### config.mk
export PLATFORM = sky130hd
export DESIGN_NAME = hilo_seq_ctrl_flat
export DESIGN_NICKNAME = d
export VERILOG_FILES = /design/src/rtl/hilo_op_if.sv /design/src/rtl/hilo_seq_ctrl.sv /design/src/flat_wrapper.sv
export SDC_FILE = /design/constraint.sdc
export NUM_CORES = 1
export LEC_CHECK = 0
export ABC_AREA = 0
export BUFFER_PORTS_ARGS = -buffer_cell sky130_fd_sc_hd__clkbuf_2
export CAP_MARGIN = 10
export CORE_MARGIN = 10
export CORE_UTILIZATION = 49
export DETAILED_ROUTE_END_ITERATION = 16
export HOLD_SLACK_MARGIN = 0.08
export PLACE_DENSITY = 0.86
export SLEW_MARGIN = 20
export SYNTH_ARGS = -nofsm -noshare
export SYNTH_HDL_FRONTEND = slang
export SYNTH_SLANG_ARGS = --single-unit
### constraint.sdc
create_clock -name clk -period 4.5 [get_ports clk]
set_clock_uncertainty 0.05 [all_clocks]
set_input_delay 0.675 -clock clk [delete_from_list [all_inputs] [get_ports clk]]
set_output_delay 0.675 -clock clk [all_outputs]
set_load 0.01 [all_outputs]
### src/rtl/hilo_op_if.sv
// Request handshake between the CPU control FSM and the HI/LO sequencer.
// The requester drives the operation; the sequencer answers with op_ready.
interface hilo_op_if;
    logic        op_valid;
    logic [2:0]  op_code;
    logic [31:0] op_a;
    logic [31:0] op_b;
    logic        op_ready;

    modport master (
        output op_valid,
        output op_code,
        output op_a,
        output op_b,
        input  op_ready
    );

    modport slave (
        input  op_valid,
        input  op_code,
        input  op_a,
        input  op_b,
        output op_ready
    );
endinterface

### src/rtl/hilo_seq_ctrl.sv
// Sequences the multi-cycle divide/multiply cores and owns the HI/LO registers.
// Handles divide-by-zero, core timeout and abort of an in-flight operation.
module hilo_seq_ctrl #(
    parameter int TIMEOUT = 40,
    parameter int CNT_W   = 6
) (
    input  logic        clk,
    input  logic        reset,
    hilo_op_if.slave    op,
    input  logic        abort,
    output logic        busy,
    output logic        done,
    output logic        div_zero_exc,
    output logic        timeout_err,
    output logic [31:0] hi_out,
    output logic [31:0] lo_out,
    output logic [31:0] core_a,
    output logic [31:0] core_b,
    output logic        div_go,
    input  logic        div_done,
    input  logic [31:0] div_hi_in,
    input  logic [31:0] div_lo_in,
    output logic        mul_go,
    input  logic        mul_done,
    input  logic [31:0] mul_hi_in,
    input  logic [31:0] mul_lo_in
);

    localparam logic [2:0]       OP_MULT  = 3'd1;
    localparam logic [2:0]       OP_DIV   = 3'd2;
    localparam logic [2:0]       OP_MTHI  = 3'd3;
    localparam logic [2:0]       OP_MTLO  = 3'd4;
    localparam logic [CNT_W-1:0] CNT_LAST = CNT_W'(TIMEOUT - 1);
    localparam logic [CNT_W-1:0] CNT_ONE  = CNT_W'(1);

    typedef enum logic [1:0] {
        IDLE    = 2'd0,
        DIV_RUN = 2'd1,
        MUL_RUN = 2'd2,
        COMMIT  = 2'd3
    } state_t;

    state_t            state_reg,  state_next;
    logic [CNT_W-1:0]  cnt_reg,    cnt_next;
    logic [31:0]       hi_reg,     hi_next;
    logic [31:0]       lo_reg,     lo_next;
    logic [31:0]       core_a_reg, core_a_next;
    logic [31:0]       core_b_reg, core_b_next;
    logic              done_reg,   done_next;
    logic              dz_reg,     dz_next;
    logic              to_reg,     to_next;

    logic              accept;
    logic              div_sel;
    logic              core_done;
    logic [31:0]       res_hi;
    logic [31:0]       res_lo;

    assign accept  = op.op_valid && (state_reg == IDLE);
    assign div_sel = (state_reg == DIV_RUN);

    // Completion is only honoured from the core that is currently running.
    always_comb begin
        core_done = 1'b0;
        if (state_reg == DIV_RUN) begin
            core_done = div_done;
        end else if (state_reg == MUL_RUN) begin
            core_done = mul_done;
        end
    end

    genvar gi;
    generate
        for (gi = 0; gi < 32; gi++) begin : g_res_mux
            assign res_hi[gi] = div_sel ? div_hi_in[gi] : mul_hi_in[gi];
            assign res_lo[gi] = div_sel ? div_lo_in[gi] : mul_lo_in[gi];
        end
    endgenerate

    always_ff @(posedge clk) begin
        if (reset) begin
            state_reg  <= IDLE;
            cnt_reg    <= '0;
            hi_reg     <= '0;
            lo_reg     <= '0;
            core_a_reg <= '0;
            core_b_reg <= '0;
            done_reg   <= 1'b0;
            dz_reg     <= 1'b0;
            to_reg     <= 1'b0;
        end else begin
            state_reg  <= state_next;
            cnt_reg    <= cnt_next;
            hi_reg     <= hi_next;
            lo_reg     <= lo_next;
            core_a_reg <= core_a_next;
            core_b_reg <= core_b_next;
            done_reg   <= done_next;
            dz_reg     <= dz_next;
            to_reg     <= to_next;
        end
    end

    always_comb begin
        state_next  = state_reg;
        cnt_next    = cnt_reg;
        hi_next     = hi_reg;
        lo_next     = lo_reg;
        core_a_next = core_a_reg;
        core_b_next = core_b_reg;
        done_next   = 1'b0;
        dz_next     = 1'b0;
        to_next     = 1'b0;

        case (state_reg)
            IDLE: begin
                if (accept) begin
                    core_a_next = op.op_a;
                    core_b_next = op.op_b;
                    case (op.op_code)
                        OP_MULT: begin
                            state_next = MUL_RUN;
                            cnt_next   = '0;
                        end
                        OP_DIV: begin
                            // A zero divisor is reported without ever starting the divider.
                            if (op.op_b == 32'd0) begin
                                dz_next = 1'b1;
                            end else begin
                                state_next = DIV_RUN;
                                cnt_next   = '0;
                            end
                        end
                        OP_MTHI: begin
                            hi_next   = op.op_a;
                            done_next = 1'b1;
                        end
                        OP_MTLO: begin
                            lo_next   = op.op_a;
                            done_next = 1'b1;
                        end
                        default: ;
                    endcase
                end
            end

            DIV_RUN, MUL_RUN: begin
                cnt_next = cnt_reg + CNT_ONE;
                if (abort) begin
                    state_next = IDLE;
                end else if (core_done) begin
                    hi_next    = res_hi;
                    lo_next    = res_lo;
                    done_next  = 1'b1;
                    state_next = COMMIT;
                end else if (cnt_reg == CNT_LAST) begin
                    to_next    = 1'b1;
                    state_next = IDLE;
                end
            end

            COMMIT: begin
                state_next = IDLE;
            end

            default: begin
                state_next = IDLE;
            end
        endcase
    end

    assign op.op_ready   = (state_reg == IDLE);
    assign busy          = (state_reg != IDLE);
    assign div_go        = (state_reg == DIV_RUN);
    assign mul_go        = (state_reg == MUL_RUN);
    assign done          = done_reg;
    assign div_zero_exc  = dz_reg;
    assign timeout_err   = to_reg;
    assign hi_out        = hi_reg;
    assign lo_out        = lo_reg;
    assign core_a        = core_a_reg;
    assign core_b        = core_b_reg;

endmodule

### src/flat_wrapper.sv
// flat-port wrapper written by rule: the top's interface ports become plain ports
module hilo_seq_ctrl_flat 
#(
    parameter int TIMEOUT = 40,
    parameter int CNT_W   = 6
)
  (clk, reset, abort, busy, done, div_zero_exc, timeout_err, hi_out, lo_out, core_a, core_b, div_go, div_done, div_hi_in, div_lo_in, mul_go, mul_done, mul_hi_in, mul_lo_in, op_op_valid, op_op_code, op_op_a, op_op_b, op_op_ready);
  hilo_op_if op_i ();
  input  logic clk;
  input  logic reset;
  input  logic abort;
  output logic busy;
  output logic done;
  output logic div_zero_exc;
  output logic timeout_err;
  output logic [31:0] hi_out;
  output logic [31:0] lo_out;
  output logic [31:0] core_a;
  output logic [31:0] core_b;
  output logic div_go;
  input  logic div_done;
  input  logic [31:0] div_hi_in;
  input  logic [31:0] div_lo_in;
  output logic mul_go;
  input  logic mul_done;
  input  logic [31:0] mul_hi_in;
  input  logic [31:0] mul_lo_in;
  input wire logic [$bits(op_i.op_valid)-1:0] op_op_valid;
  input wire logic [$bits(op_i.op_code)-1:0] op_op_code;
  input wire logic [$bits(op_i.op_a)-1:0] op_op_a;
  input wire logic [$bits(op_i.op_b)-1:0] op_op_b;
  output wire logic [$bits(op_i.op_ready)-1:0] op_op_ready;
  assign op_i.op_valid = op_op_valid;
  assign op_i.op_code = op_op_code;
  assign op_i.op_a = op_op_a;
  assign op_i.op_b = op_op_b;
  assign op_op_ready = op_i.op_ready;
  hilo_seq_ctrl #(.TIMEOUT(TIMEOUT), .CNT_W(CNT_W)) u_core (.clk(clk), .reset(reset), .op(op_i), .abort(abort), .busy(busy), .done(done), .div_zero_exc(div_zero_exc), .timeout_err(timeout_err), .hi_out(hi_out), .lo_out(lo_out), .core_a(core_a), .core_b(core_b), .div_go(div_go), .div_done(div_done), .div_hi_in(div_hi_in), .div_lo_in(div_lo_in), .mul_go(mul_go), .mul_done(mul_done), .mul_hi_in(mul_hi_in), .mul_lo_in(mul_lo_in));
endmodule
[Word level (Yosys, flattened, before mapping)]
Cells that the tools add are included.
Word-level totals
  logic and storage cells: 138
  flip-flop bits (word level): 139
  bits of input ports: 201
  output and inout port bits: 135
Operators by class
  reduce and logical (&&, ||, !) cells: 14
  mux-type cells: 94
  equal/unequal tests: 16
  bitwise logic cells: 4
  add/sub/neg operators: 1
Operator list (count)
  2-to-1 mux 32 bit: 8
  case mux 32 bit (2 select lines): 2
  2-to-1 mux 1 bit: 72
  zero test 32 bit: 1
  case mux 6 bit (2 select lines): 2
  2-to-1 mux 6 bit: 2
  2-to-1 mux 2 bit: 5
  AND reduction 5 bit: 2
  != test 2 x 1 -> 1 bit (second input constant): 4
  AND reduction 4 bit: 2
  OR reduction 4 bit: 2
  adder 6 x 1 -> 6 bit (second input constant): 1
  == test 3 x 2 -> 1 bit (second input constant): 2
  == test 6 bit (second input constant): 1
  case mux 2 bit (3 select lines): 1
  == test 2 bit (second input constant): 2
  != test 4 x 2 -> 1 bit (second input constant): 1
  NOT 1 bit: 4
  case mux 2 bit (2 select lines): 1
  nonzero test 2 bit: 2
  OR reduction 2 bit: 2
  == test 3 x 1 -> 1 bit (second input constant): 1
  == test 3 bit (second input constant): 1
  != test 3 x 1 -> 1 bit (second input constant): 1
  other kinds (7): 7

[Longest topological paths before layout]
Gate-level depths: netlist of the first run.
  depth after elaboration: 6
  gate-level depth with buffers: 8

[Worst setup path before layout of the first run]
OpenSTA, ideal clock, no wires.
  path kind: input -> register
  from: in op_op_b[16]
  to: reg u_core.cnt_reg[2]
  stages on the path: 5
  library setup time: 0.117 ns
  data arrival time: 1.821 ns
  setup slack: 2.511 ns
  path through: nor4_1 > nand2_1 > nor4_4 > a21oi_2 > a32o_1
Between the ends
  word-level cells in the longest chain between the ends: 3
RTL lines
  from (decl): RTL line flat_wrapper.sv:31  | input wire logic [$bits(op_i.op_b)-1:0] op_op_b;
  zero test 32 bit: RTL line hilo_seq_ctrl.sv:127  | if (op.op_b == 32'd0) begin
  != test 3 bit (no line)
  AND reduction 4 bit (no line)
  to (signal assigned): RTL line hilo_seq_ctrl.sv:93  | cnt_reg <= cnt_next;
  to (decl): RTL line hilo_seq_ctrl.sv:44  | logic [CNT_W-1:0] cnt_reg, cnt_next;
Every way passes these cells.
A chain may end at the register's enable or synchronous reset.

[Worst setup path after layout of the first run]
  from: reg u_core.state_reg[1]
  to: out div_go
Between the ends
  word-level cells in the longest chain between the ends: 1
RTL lines
  from (decl): RTL line hilo_seq_ctrl.sv:43  | state_t state_reg, state_next;
  from (signal assigned): RTL line hilo_seq_ctrl.sv:92  | state_reg <= state_next;
  == test 2 x 1 -> 1 bit: RTL line hilo_seq_ctrl.sv:174  | assign div_go = (state_reg == DIV_RUN);
  to (decl): RTL line flat_wrapper.sv:20  | output logic div_go;
Every way passes these cells.

==> results.md, run 1 <==
Run status:
- The run finished with clean final reports.

Floorplan:
- Once the floorplan was initialized, standard cells occupied 50.3% of the core.
- Measured along the y axis, the die boundary spans 134 um.
- The total area inside the core boundary comes to 0.0127 mm^2.
- The die is 134 um wide.
- The number of cell rows is 41.
- The die area is 0.0180 mm^2.
- For this design the top-level I/O count stands at 336.

Synth:
- Synthesis inferred 139 register bits.
- Sequential cells were found to cover 43.5% of the synthesized design area.
- The count of warnings emitted by yosys is 0.
- After synthesis, the share of flip-flops with an asynchronous set or reset is 0%.
- The most instantiated flip-flop cell in the synthesis netlist is sky130_fd_sc_hd__dfxtp_1.
- The number of instances in the synthesized netlist is 845.
- The mapped netlist covers 0.00640 mm^2.
- In this run, synthesis inferred 0 flip-flops with an integrated enable.
- Sorting the synthesized cells by area gives the leading types as sky130_fd_sc_hd__dfxtp_1 43%, sky130_fd_sc_hd__nand2_1 16%, sky130_fd_sc_hd__a21oi_1 15%.
- Of the post-synthesis cell area, the dominant cell type holds 43.5%.
- The post-synthesis net count is 1051.
- The count of distinct cell types in the synthesized netlist is 40.
- Summed over all instances, the cell type with the most area after synthesis is sky130_fd_sc_hd__dfxtp_1.
- A synthesized cell averages 7.58 um^2.

Cells and area:
- The top cell types in the final layout, fill and taps aside, are 334 x sky130_fd_sc_hd__clkbuf_2, 271 x sky130_fd_sc_hd__nand2_1, 193 x sky130_fd_sc_hd__a21oi_1.
- The net count of the finished layout is 1349.
- The fraction of final layout cells sized beyond drive strength 1 is 33.5%.
- The library cell used most frequently in the layout, excluding fill and tap cells, is sky130_fd_sc_hd__clkbuf_2.
- The signed area change from the synthesized netlist to the final layout is 36.8%.
- The antenna diode instance count is 0.

Placed design:
- The final weighted congestion in routability-driven placement is 0.881.
- During placement, the flow inserted port buffers numbering 335.
- Before CTS, the worst setup slack after placement is 1.57 ns.
- The half-perimeter wire length of the detailed placement result is 18400 um.

Setup path:
- The critical path crosses 4 cells after its start point.
- The critical path is of the register to primary output type.
- The buffer and inverter count on the worst path is 3.
- The origin of the worst setup path is u_core.state_reg[1].
- Traced cell by cell, the critical path runs through inv_1 -> ha_4 -> buf_4 -> clkbuf_2.
- The largest fanout on the critical path is 38.
- The largest single stage delay on the critical path is 0.63 ns.
- The endpoint kind of the worst setup timing path is a primary output.
- The data arrival time of the critical path is 2.38 ns.
- The required time of the critical path is 3.77 ns.
- The endpoint of the lowest-slack register-to-register path is u_core.lo_out[9].
- The number of cell instances on the worst register-to-register path is 7.
- The critical path ends at div_go.
- The source of the worst register-to-register timing path is u_core.state_reg[0].
- The critical path's top delay family is buffers and inverters.
- The cell at the slowest stage of the critical path is sky130_fd_sc_hd__buf_4.
- The worst setup path is launched from a register.
- The setup check on the worst reg-to-reg path leaves a slack of 1.61 ns.

Routing:
- The number of iterations in the first detailed-routing pass is 5.
- Dividing the detail-routed wire length by the instance count gives 18.0 um.
- The final route contains 7071 vias.
- In this run, the number of DRC markers left after iteration 0 of detailed routing was 461.
- The final wirelength is 24000 um.
- After detailed routing, the number of remaining DRC violations is 0.
- In the routed layout, each cell is associated on average with a via count of 5.32.
- The number of antenna-violating nets in the routed design is 0.

Timing:
- The setup TNS is 0 ns.
- At the pin with the least slew margin, the transition time is 0.962 ns.
- The worst relative slew slack is 35.9%.
- Setup violations remaining at the end of the flow were counted as 0.
- The number of pins exceeding their max-slew limit in the final report is 0.
- The worst path meets setup with 1.39 ns of slack.
- The final worst-path cycle share is 69.1%.
- Derived from the worst setup path, the maximum achievable clock frequency is 0.322 GHz.
- The hold violation count in the final report is 0.
- Setup repair after global routing left no endpoint under its margin.
- The final critical-path required period is 3.11 ns.

Pwr:
- The total power divided by cell area is 610 mW/mm^2.
- The worst supply voltage drop on vdd is 302 uV.
- For this design the static power due to leakage is 3.92 nW.

Clocking:
- The root buffer selected by CTS is sky130_fd_sc_hd__clkbuf_16.
- The post-CTS setup-driven buffer insertion count is 0.
- The CTS tree is built.
- Once the clock tree was built, the resizer swapped 0 gates to a different size.
- The later-pin clock latency in the skew report is 0.41 ns.
- In this run, CTS created clock tree buffers numbering 17.
- After clock tree synthesis, the flow added hold-fix buffers numbering 0.
- After clock tree synthesis, the clock-pin slew on the worst setup and hold paths is 0.05 ns.
- The H-tree was split into 4 levels.
- CTS saw 139 sinks.
- The clock passes through at most 2 buffers.

Min path:
- The type of the tightest min-delay check is register to register.

Global routing:
- The first global-routing pass estimated 36800 um of wire.
- The total overflow left after global routing is 0.
- The number of antenna violations at the first check in global routing came to 0.
- The maximum number of pins on one net before global-route repair is 91.
- The global routing usage summed across all routing layers is 25.4%.
- The via count of the first global-routing pass is 7153.

Run:
- Max-cap violations in this run came to 0.
-- Yosys cell counts, types with 2 or more instances --
cell	number
sky130_fd_sc_hd__a21o_1	4
sky130_fd_sc_hd__a21oi_1	195
sky130_fd_sc_hd__a22oi_1	4
sky130_fd_sc_hd__a31oi_1	6
sky130_fd_sc_hd__buf_1	2
sky130_fd_sc_hd__buf_2	19
sky130_fd_sc_hd__clkbuf_1	39
sky130_fd_sc_hd__dfxtp_1	139
sky130_fd_sc_hd__ha_1	5
sky130_fd_sc_hd__inv_1	6
sky130_fd_sc_hd__mux2i_1	66
sky130_fd_sc_hd__nand2_1	272
sky130_fd_sc_hd__nand2b_1	3
sky130_fd_sc_hd__nand3_1	6
sky130_fd_sc_hd__nand3b_1	2
sky130_fd_sc_hd__nand4_1	3
sky130_fd_sc_hd__nor2_1	38
sky130_fd_sc_hd__nor3_1	3
sky130_fd_sc_hd__nor3b_1	2
sky130_fd_sc_hd__nor4_1	8
sky130_fd_sc_hd__nor4b_1	2
sky130_fd_sc_hd__o21ai_0	3
-- kinds of logic (layout without fill, tap and decap cells) --
| logic type | after synthesis | count (layout) | share of synthesized area [%] |
|---|---|---|---|
| simple gates | 346 | 346 | 22.3 |
| compound gates | 220 | 220 | 18.3 |
| buf+inv | 67 | 378 | 4.32 |
| mux | 67 | 67 | 10.5 |
| xor+xnor | 1 | 1 | 0.137 |
| fa+ha+maj | 5 | 5 | 0.977 |
| flops | 139 | 139 | 43.5 |
-- report_power, final --
part / switching (mW) / leakage, nW / internal [mW]
Clock: 0.513 / 0.306 / 0.953
Combinational: 1.38 / 2.48 / 0.753
Sequential: 0.179 / 1.14 / 1.57
Total: 2.07 / 3.92 / 3.28
-- how the worst min path moves through the flow --
stage	from	to	cells after the start
floorplan	u_core.cnt_reg[1]	u_core.cnt_reg[1]	2
global placement	u_core.lo_out[30]	u_core.lo_out[30]	2
detailed placement	u_core.core_b[4]	u_core.core_b[4]	2
CTS	u_core.core_b[4]	u_core.core_b[4]	2
global route	u_core.core_b[4]	u_core.core_b[4]	2
finish	u_core.core_b[31]	u_core.core_b[31]	2
-- worst reg2reg max path, cell delays in order, from the launching register on --
cell                       delay (ns)
sky130_fd_sc_hd__dfxtp_1         0.42
sky130_fd_sc_hd__inv_1           0.12
sky130_fd_sc_hd__ha_4            0.56
sky130_fd_sc_hd__nand2b_1        0.22
sky130_fd_sc_hd__a21o_1          0.31
sky130_fd_sc_hd__a21oi_4         0.77
sky130_fd_sc_hd__nand2_1         0.17
sky130_fd_sc_hd__a21oi_1         0.18
-- through the flow --
step | utilization [%] | total power [mW] | instances | hold slack (ns) | cell area (um^2)
floorplan | - | 3.05 | 845 | 0.402 | 6400
global placement | 63.9 | 3.85 | 1296 | 0.390 | 8130
detailed placement | 63.9 | 3.90 | 1296 | 0.396 | 8130
CTS | 68.8 | 5.37 | 1328 | 0.404 | 8760
global route | 68.9 | 5.68 | 1328 | 0.419 | 8760
finish | 68.9 | 5.35 | 1328 | 0.401 | 8760
-- final cells by class --
type,count,area (um^2)
Fill cell,1071,3960
Multi-Input combinational cell,639,3400
Sequential cell,139,2780
Timing Repair Buffer,340,1720
Clock buffer,20,457
Tap cell,172,215
Clock inverter,12,169
Inverter,6,22.5
-- layer usage --
metal	part of all wire, %	track usage, %	vias to the layer above	routed length, um
li1	-	-	3470	-
met1	37	26.8	3209	8760
met2	50	44.8	346	12000
met3	10	8.81	46	2450
met4	3.0	10.5	0	715
met5	0	0	-	0
Power figures use the tool's default switching activity.
==> run 2: changes to the inputs <==
--- a/config.mk
+++ b/config.mk
@@ -9,10 +9,10 @@
 export BUFFER_PORTS_ARGS = -buffer_cell sky130_fd_sc_hd__clkbuf_2
 export CAP_MARGIN = 10
 export CORE_MARGIN = 10
-export CORE_UTILIZATION = 49
+export CORE_UTILIZATION = 41
 export DETAILED_ROUTE_END_ITERATION = 16
 export HOLD_SLACK_MARGIN = 0.08
-export PLACE_DENSITY = 0.86
+export PLACE_DENSITY = 0.77
 export SLEW_MARGIN = 20
 export SYNTH_ARGS = -nofsm -noshare
 export SYNTH_HDL_FRONTEND = slang
==> constraint.sdc (replaced) <==
create_clock -name clk -period 2.6 [get_ports clk]
set_clock_uncertainty 0.05 [all_clocks]
set_input_delay 0.39 -clock clk [delete_from_list [all_inputs] [get_ports clk]]
set_output_delay 0.39 -clock clk [all_outputs]
set_load 0.01 [all_outputs]
==> results.md, run 2 (same netlist as run 1, synthesis figures left out) <==
Setup path:
- The delay contributed by the slowest stage of the critical path came to 0.52 ns (was 0.63 ns).
- The source of the worst register-to-register timing path is u_core.state_reg[0] (unchanged).
- The origin of the worst setup path is u_core.state_reg[1] (unchanged).
- The critical path startpoint category is a register (unchanged).
- The critical path class is register to primary output (unchanged).
- The critical path's top delay family is buffers and inverters (unchanged).
- The required time of the critical path is 2.16 ns (was 3.77 ns).
- The buffer and inverter count on the worst path is 3 (unchanged).
- The largest fanout on the critical path came to 40 (was 38).
- Ordered cell list for the critical path: inv_1 -> ha_4 -> buf_4 -> clkbuf_2 (unchanged).
- The endpoint kind of the worst setup timing path is a primary output (unchanged).
- The cell at the slowest stage of the critical path is sky130_fd_sc_hd__buf_4 (unchanged).
- The data arrival time of the critical path is 1.90 ns (was 2.38 ns).

Clocking:
- The root buffer selected by CTS is sky130_fd_sc_hd__clkbuf_16 (unchanged).
- The number of H-tree levels is 4 (unchanged).
- The later-pin clock latency in the skew report came to 0.41 ns (about the same).
- The maximum count of clock buffers along a single path is 2 (unchanged).
- The clock input transition at the sequential cells of the worst setup and hold paths was 0.06 ns (was 0.05 ns).
- The post-CTS setup-driven buffer insertion count came to 0 (unchanged).
- The total of cells resized after clock tree synthesis came to 0 (unchanged).
- The number of buffers inserted by hold repair at cts came to 0 (unchanged).
- The number of clock sinks seen by CTS is 139 (unchanged).
- The number of CTS-inserted buffers came to 17 (unchanged).
- The CTS tree is built (unchanged).

Cells and area:
- The signed area change from the synthesized netlist to the final layout is 39.7% (was 36.8%).
- The antenna diode instance count was 0 (unchanged).
- The utilization of the core after routing is 58.6% (was 68.9%).
- The number of nets in the layout is 1359 (was 1349).
- Highest-count cells in the layout ignoring fill and taps: 334 x sky130_fd_sc_hd__clkbuf_2, 271 x sky130_fd_sc_hd__nand2_1, 193 x sky130_fd_sc_hd__a21oi_1 (unchanged).
- The leading cell type in the layout, fill and taps excluded is sky130_fd_sc_hd__clkbuf_2 (unchanged).
- The fraction of final layout cells sized beyond drive strength 1 is 33.8% (was 33.5%).

Timing:
- The slew at the pin closest to its max-slew limit is 0.756 ns (was 0.962 ns).
- Unrepaired setup endpoints after global routing: false (unchanged).
- The worst relative slew slack is 49.6% (was 35.9%).
- The number of pins exceeding their max-slew limit in the final report is 0 (unchanged).
- The final-layout worst hold slack is 0.154 ns (was 0.401 ns).
- The hold violation count in the final report came to 0 (unchanged).
- The final setup violation count came to 0 (unchanged).
- The timing-limited maximum frequency is 0.427 GHz.
- Subtracting the final worst setup slack from the clock period gives 2.34 ns.
- The setup TNS is 0 ns (unchanged).
- The final worst-path cycle share is 90.0%.

Floorplan:
- The height of the die came to 145 um (was 134 um).
- The number of top-level design ports was 336 (unchanged).
- The number of cell rows is 45 (was 41).
- The initial standard-cell utilization of the core was 42.0% (was 50.3%).
- The placeable core region was 0.0153 mm^2 (was 0.0127 mm^2).
- The die area is 0.0210 mm^2 (was 0.0180 mm^2).
- The die outline width came to 145 um (was 134 um).

Routing:
- The number of antenna-violating nets in the routed design is 0 (unchanged).
- The average routed wire per standard cell is 17.7 um (was 18.0 um).
- The number of iterations in the first detailed-routing pass is 5 (unchanged).
- The final wirelength came to 24400 um (was 24000 um).
- The total number of vias is 7092 (was 7071).
- The number of remaining DRC errors is 0 (unchanged).
- The via-per-instance ratio is 5.15 (was 5.32).
- The count of routing violations after the opening detailed-route iteration came to 406 (was 461).

Placed design:
- The port buffer count came to 335 (unchanged).
- The half-perimeter wire length of the detailed placement result is 18900 um (was 18400 um).
- The final weighted congestion in routability-driven placement is 0.868 (was 0.881).

Pwr:
- The part of the power in registers is 32.3% (was 32.7%).
- The total power divided by cell area is 1040 mW/mm^2 (was 610 mW/mm^2).
- The power dissipated by switching net loads came to 3.61 mW (was 2.07 mW).
- The fraction of power consumed by the clock network came to 27.0% (was 27.4%).
- The fraction of power consumed by combinational cells is 40.6% (was 39.9%).
- The switching part of the total power is 38.7% (about the same).
- The sum of internal, switching and leakage power came to 9.33 mW (was 5.35 mW).
- The internal power summed over all cells is 5.72 mW (was 3.28 mW).
- The worst supply voltage drop on vdd came to 498 uV (was 302 uV).
- The static power due to leakage is 3.98 nW (was 3.92 nW).

Global routing:
- The number of antenna violations at the first check in global routing is 0 (unchanged).
- The global routing usage summed across all routing layers is 22.1% (was 25.4%).
- The overflow left after global routing is 0 (unchanged).
- The first-pass GRT wire length is 37700 um (was 36800 um).
- The via count of the first global-routing pass is 7087 (was 7153).
- The maximum number of pins on one net before global-route repair is 66 (was 91).

Run:
- The total of max-cap violations was 0 (unchanged).

Min path:
- The type of the tightest min-delay check is input pin to register (was register to register).
- The critical hold path startpoint is op_op_b[12] (was u_core.core_b[31]).

Run status:
- Outcome: finished clean (unchanged).
==> run 2: changes by cell type in the layout (fill, tap and decap cells not counted), moves of 2 or more <==
cell / previous run / this run
sky130_fd_sc_hd__clkinv_2: 5 / 1
sky130_fd_sc_hd__a21o_1: 2 / 4
sky130_fd_sc_hd__buf_12: 0 / 5
sky130_fd_sc_hd__clkbuf_8: 2 / 4
sky130_fd_sc_hd__buf_4: 6 / 11
sky130_fd_sc_hd__a21o_2: 2 / 0
==> run 2: cell type report <==
| class | instances | area (um^2) |
|---|---|---|
| flip-flops and latches | 139 | 2780 |
| fillers | 1443 | 6320 |
| clock buffers | 23 | 488 |
| multi-input cells | 639 | 3390 |
| inverters | 6 | 22.5 |
| clock inverters | 9 | 135 |
| well taps | 211 | 264 |
| repair buffers | 350 | 1850 |
==> run 2: worst register-to-register path, cell delays in order, from the launching register on <==
cell,delay [ns]
sky130_fd_sc_hd__dfxtp_1,0.42
sky130_fd_sc_hd__inv_1,0.12
sky130_fd_sc_hd__ha_4,0.31
sky130_fd_sc_hd__buf_4,0.35
sky130_fd_sc_hd__buf_4,0.44
sky130_fd_sc_hd__nor2_1,0.12
sky130_fd_sc_hd__a21oi_1,0.17
sky130_fd_sc_hd__nand2_1,0.08
sky130_fd_sc_hd__a21oi_1,0.14
==> run 2: worst paths after layout <==
kind	slack (ns)	end	cells past startpoint
max	0.26	div_go	4
min	0.15	u_core.core_b[12]	3
max reg2reg	0.33	u_core.hi_out[12]	8
min reg2reg	0.40	u_core.hi_out[5]	2
==> run 2: through the flow <==
stage	instance area [um^2]	setup slack [ns]	instances
2_1_floorplan	6400	0.772	845
3_5_place_dp	8320	0.411	1345
6_report	8940	0.260	1377
4_1_cts	8940	0.224	1377
3_3_place_gp	8320	0.462	1345
5_1_grt	8940	0.165	1377
==> run 2: power groups by stage <==
stage	combinational (mW)	clock (mW)	sequential, mW
after floorplan	1.97	0	3.31
after global placement	3.75	0	3.02
after detailed placement	3.80	0	3.06
after CTS	3.81	2.58	3.02
after global routing	4.17	2.67	3.10
final	3.79	2.52	3.02
==> run 2: per-layer routing <==
layer / share of wire, % / track usage, % / vias up
li1: - / - / 3479
met1: 39 / 24.2 / 3250
met2: 49 / 38.2 / 321
met3: 8.5 / 6.99 / 42
met4: 3.3 / 9.70 / 0
met5: 0 / 0 / -
==> run 3: changes to the inputs <==
--- a/config.mk
+++ b/config.mk
@@ -8,6 +8,7 @@
 export ABC_AREA = 0
 export BUFFER_PORTS_ARGS = -buffer_cell sky130_fd_sc_hd__clkbuf_2
 export CAP_MARGIN = 10
+export CORE_ASPECT_RATIO = 0.7
 export CORE_MARGIN = 10
 export CORE_UTILIZATION = 41
 export DETAILED_ROUTE_END_ITERATION = 16
==> results.md, run 3 (same netlist as run 1, synthesis figures left out) <==
Run status:
- Outcome: finished clean (unchanged).

Timing:
- The worst relative slew slack is 61.9% (was 49.6%).
- The final worst-path cycle share is 84.6% (was 90.0%).
- The slew at the pin closest to its max-slew limit came to 0.569 ns (was 0.756 ns).
- The final-layout worst hold slack came to 0.161 ns (was 0.154 ns).
- The setup TNS is 0 ns (unchanged).
- The timing-limited maximum frequency came to 0.455 GHz (was 0.427 GHz).
- The final setup violation count came to 0 (unchanged).
- Unrepaired setup endpoints after global routing: false (unchanged).
- The number of pins exceeding their max-slew limit in the final report is 0 (unchanged).
- The hold violation count in the final report is 0 (unchanged).
- The final critical-path required period is 2.20 ns (was 2.34 ns).
- The final critical-path setup slack was 0.401 ns (was 0.260 ns).

Cells and area:
- The sequential cell area is 0.00278 mm^2 (unchanged).
- The leading cell type in the layout, fill and taps excluded is sky130_fd_sc_hd__clkbuf_2 (unchanged).
- The antenna diode instance count is 0 (unchanged).
- The signed area change from the synthesized netlist to the final layout was 38.9% (was 39.7%).
- The utilization of the core after routing was 57.7% (was 58.6%).
- The number of fill cells is 1469 (was 1443).
- The area used by multi-input combinational logic is 0.00339 mm^2 (unchanged).
- The number of nets in the layout is 1362 (was 1359).
- The cell area after layout is 0.00890 mm^2 (was 0.00894 mm^2).
- Highest-count cells in the layout ignoring fill and taps: 334 x sky130_fd_sc_hd__clkbuf_2, 271 x sky130_fd_sc_hd__nand2_1, 193 x sky130_fd_sc_hd__a21oi_1 (unchanged).
- The number of standard cells in the final layout excluding fillers was 1369 (was 1377).
- The fraction of final layout cells sized beyond drive strength 1 is 34.1% (was 33.8%).

Min path:
- The critical hold path startpoint is op_op_b[14] (was op_op_b[12]).
- The type of the tightest min-delay check is input pin to register (unchanged).

Setup path:
- Ordered cell list for the critical path: inv_1 -> ha_4 -> nand2b_1 -> a21o_1 -> a21o_1 -> buf_4 -> nand2_1 -> a21oi_1 (was inv_1 -> ha_4 -> buf_4 -> clkbuf_2).
- The source of the worst register-to-register timing path is u_core.state_reg[0] (unchanged).
- The cell type with the highest occurrence count on the critical path is sky130_fd_sc_hd__a21o_1.
- The critical path class is register to register (was register to primary output).
- The delay contributed by the slowest stage of the critical path came to 0.43 ns (was 0.52 ns).
- The setup slack of the most critical reg-to-reg path is 0.40 ns (was 0.33 ns).
- The largest fanout on the critical path is 32 (was 40).
- The buffer and inverter count on the worst path came to 2 (was 3).
- The number of cell instances on the worst register-to-register path came to 8 (unchanged).
- The data arrival time of the critical path is 2.47 ns (was 1.90 ns).
- The capturing instance or port of the critical path is u_core.hi_out[30] (was div_go).
- The endpoint of the lowest-slack register-to-register path was u_core.hi_out[30] (was u_core.hi_out[12]).
- The cell at the slowest stage of the critical path is sky130_fd_sc_hd__dfxtp_1 (was sky130_fd_sc_hd__buf_4).
- The critical path's top delay family is compound AO/OA/AOI/OAI gates (was buffers and inverters).
- The total stage count of the critical path is 8 (was 4).
- The required time of the critical path is 2.87 ns (was 2.16 ns).
- The endpoint kind of the worst setup timing path is a register (was primary output).
- The origin of the worst setup path is u_core.state_reg[0] (was u_core.state_reg[1]).
- The critical path startpoint category is a register (unchanged).

Clocking:
- The post-CTS setup-driven buffer insertion count is 0 (unchanged).
- The root buffer selected by CTS was sky130_fd_sc_hd__clkbuf_16 (unchanged).
- The clock input transition at the sequential cells of the worst setup and hold paths is 0.07 ns (was 0.06 ns).
- The CTS tree was built (unchanged).
- The later-pin clock latency in the skew report was 0.40 ns (was 0.41 ns).
- The number of clock sinks seen by CTS was 139 (unchanged).
- The maximum count of clock buffers along a single path was 2 (unchanged).
- The total of cells resized after clock tree synthesis is 0 (unchanged).
- The number of CTS-inserted buffers is 17 (unchanged).
- The number of H-tree levels is 4 (unchanged).
- The number of buffers inserted by hold repair at cts is 0 (unchanged).

Routing:
- The total number of vias came to 7031 (was 7092).
- The count of routing violations after the opening detailed-route iteration is 551 (was 406).
- The number of iterations in the first detailed-routing pass is 5 (unchanged).
- The number of antenna-violating nets in the routed design is 0 (unchanged).
- The number of remaining DRC errors is 0 (unchanged).
- The via-per-instance ratio is 5.14 (was 5.15).
- The average routed wire per standard cell came to 17.6 um (was 17.7 um).
- The final wirelength came to 24100 um (was 24400 um).

Global routing:
- The number of antenna violations at the first check in global routing is 1 (was 0).
- The met3 usage in global routing came to 8.89% (was 6.99%).
- The first-pass GRT wire length is 37200 um (was 37700 um).
- The met2 track utilization from global routing was 36.4% (was 38.2%).
- The global routing usage summed across all routing layers came to 21.6% (was 22.1%).
- The maximum number of pins on one net before global-route repair came to 77 (was 66).
- The met1 usage in global routing was 25.1% (was 24.2%).
- The most utilized layer in the global route result is met2 (unchanged).
- The via count of the first global-routing pass is 6886 (was 7087).
- The overflow left after global routing is 0 (unchanged).

Floorplan:
- The number of cell rows was 38 (was 45).
- The number of top-level design ports was 336 (unchanged).
- The height of the die is 125 um (was 145 um).
- The placeable core region is 0.0154 mm^2 (was 0.0153 mm^2).
- The die area came to 0.0211 mm^2 (was 0.0210 mm^2).
- The die outline width is 169 um (was 145 um).
- The initial standard-cell utilization of the core is 41.6% (was 42.0%).

Placed design:
- The final weighted congestion in routability-driven placement is 0.914 (was 0.868).
- The post-placement worst setup slack was 0.440 ns (was 0.411 ns).
- The port buffer count is 335 (unchanged).
- The placed instance count is 1337 (was 1345).
- The area after detailed placement was 0.00830 mm^2 (was 0.00832 mm^2).
- The half-perimeter wire length of the detailed placement result was 19100 um (was 18900 um).

Pwr:
- The worst supply voltage drop on vdd came to 464 uV (was 498 uV).
- The static power due to leakage came to 3.98 nW (about the same).
- The total power divided by cell area came to 1030 mW/mm^2 (was 1040 mW/mm^2).
- The sum of internal, switching and leakage power is 9.20 mW (was 9.33 mW).

Run:
- The total of max-cap violations is 0 (unchanged).
==> run 3: power by group <==
group          internal, mW  switching [mW]  leakage, nW
sequential             2.71           0.310         1.14
clock                  1.30            1.10        0.286
combinational          1.39            2.38         2.55
total                  5.40            3.79         3.98
==> run 3: worst min-delay path by stage <==
stage	to	slack, ns	cells past startpoint
6_report	u_core.core_b[14]	0.16	3
5_1_grt	u_core.core_b[20]	0.15	3
4_1_cts	u_core.core_b[26]	0.14	3
3_5_place_dp	u_core.hi_out[15]	0.40	2
3_3_place_gp	u_core.core_a[24]	0.39	2
2_1_floorplan	u_core.cnt_reg[1]	0.40	2
==> run 3: layout make-up <==
cell class	instances	share of cell area, %
Clock buffer	17	4.78
Clock inverter	15	1.90
Inverter	6	0.253
Multi-Input combinational cell	639	38.2
Sequential cell	139	31.3
Tap cell	200	2.81
Timing Repair Buffer	353	20.8
==> run 3: layer usage <==
metal / part of all wire (%) / vias to the layer above
met5: 0.054 / -
met4: 0.99 / 2
met1: 41 / 3223
met3: 9.7 / 17
met2: 48 / 287
li1: - / 3502
==> run 3: worst min-delay path: stages <==
cell,delay (ns)
sky130_fd_sc_hd__clkbuf_2,0.09
sky130_fd_sc_hd__nand2_1,0.05
sky130_fd_sc_hd__a21oi_1,0.05
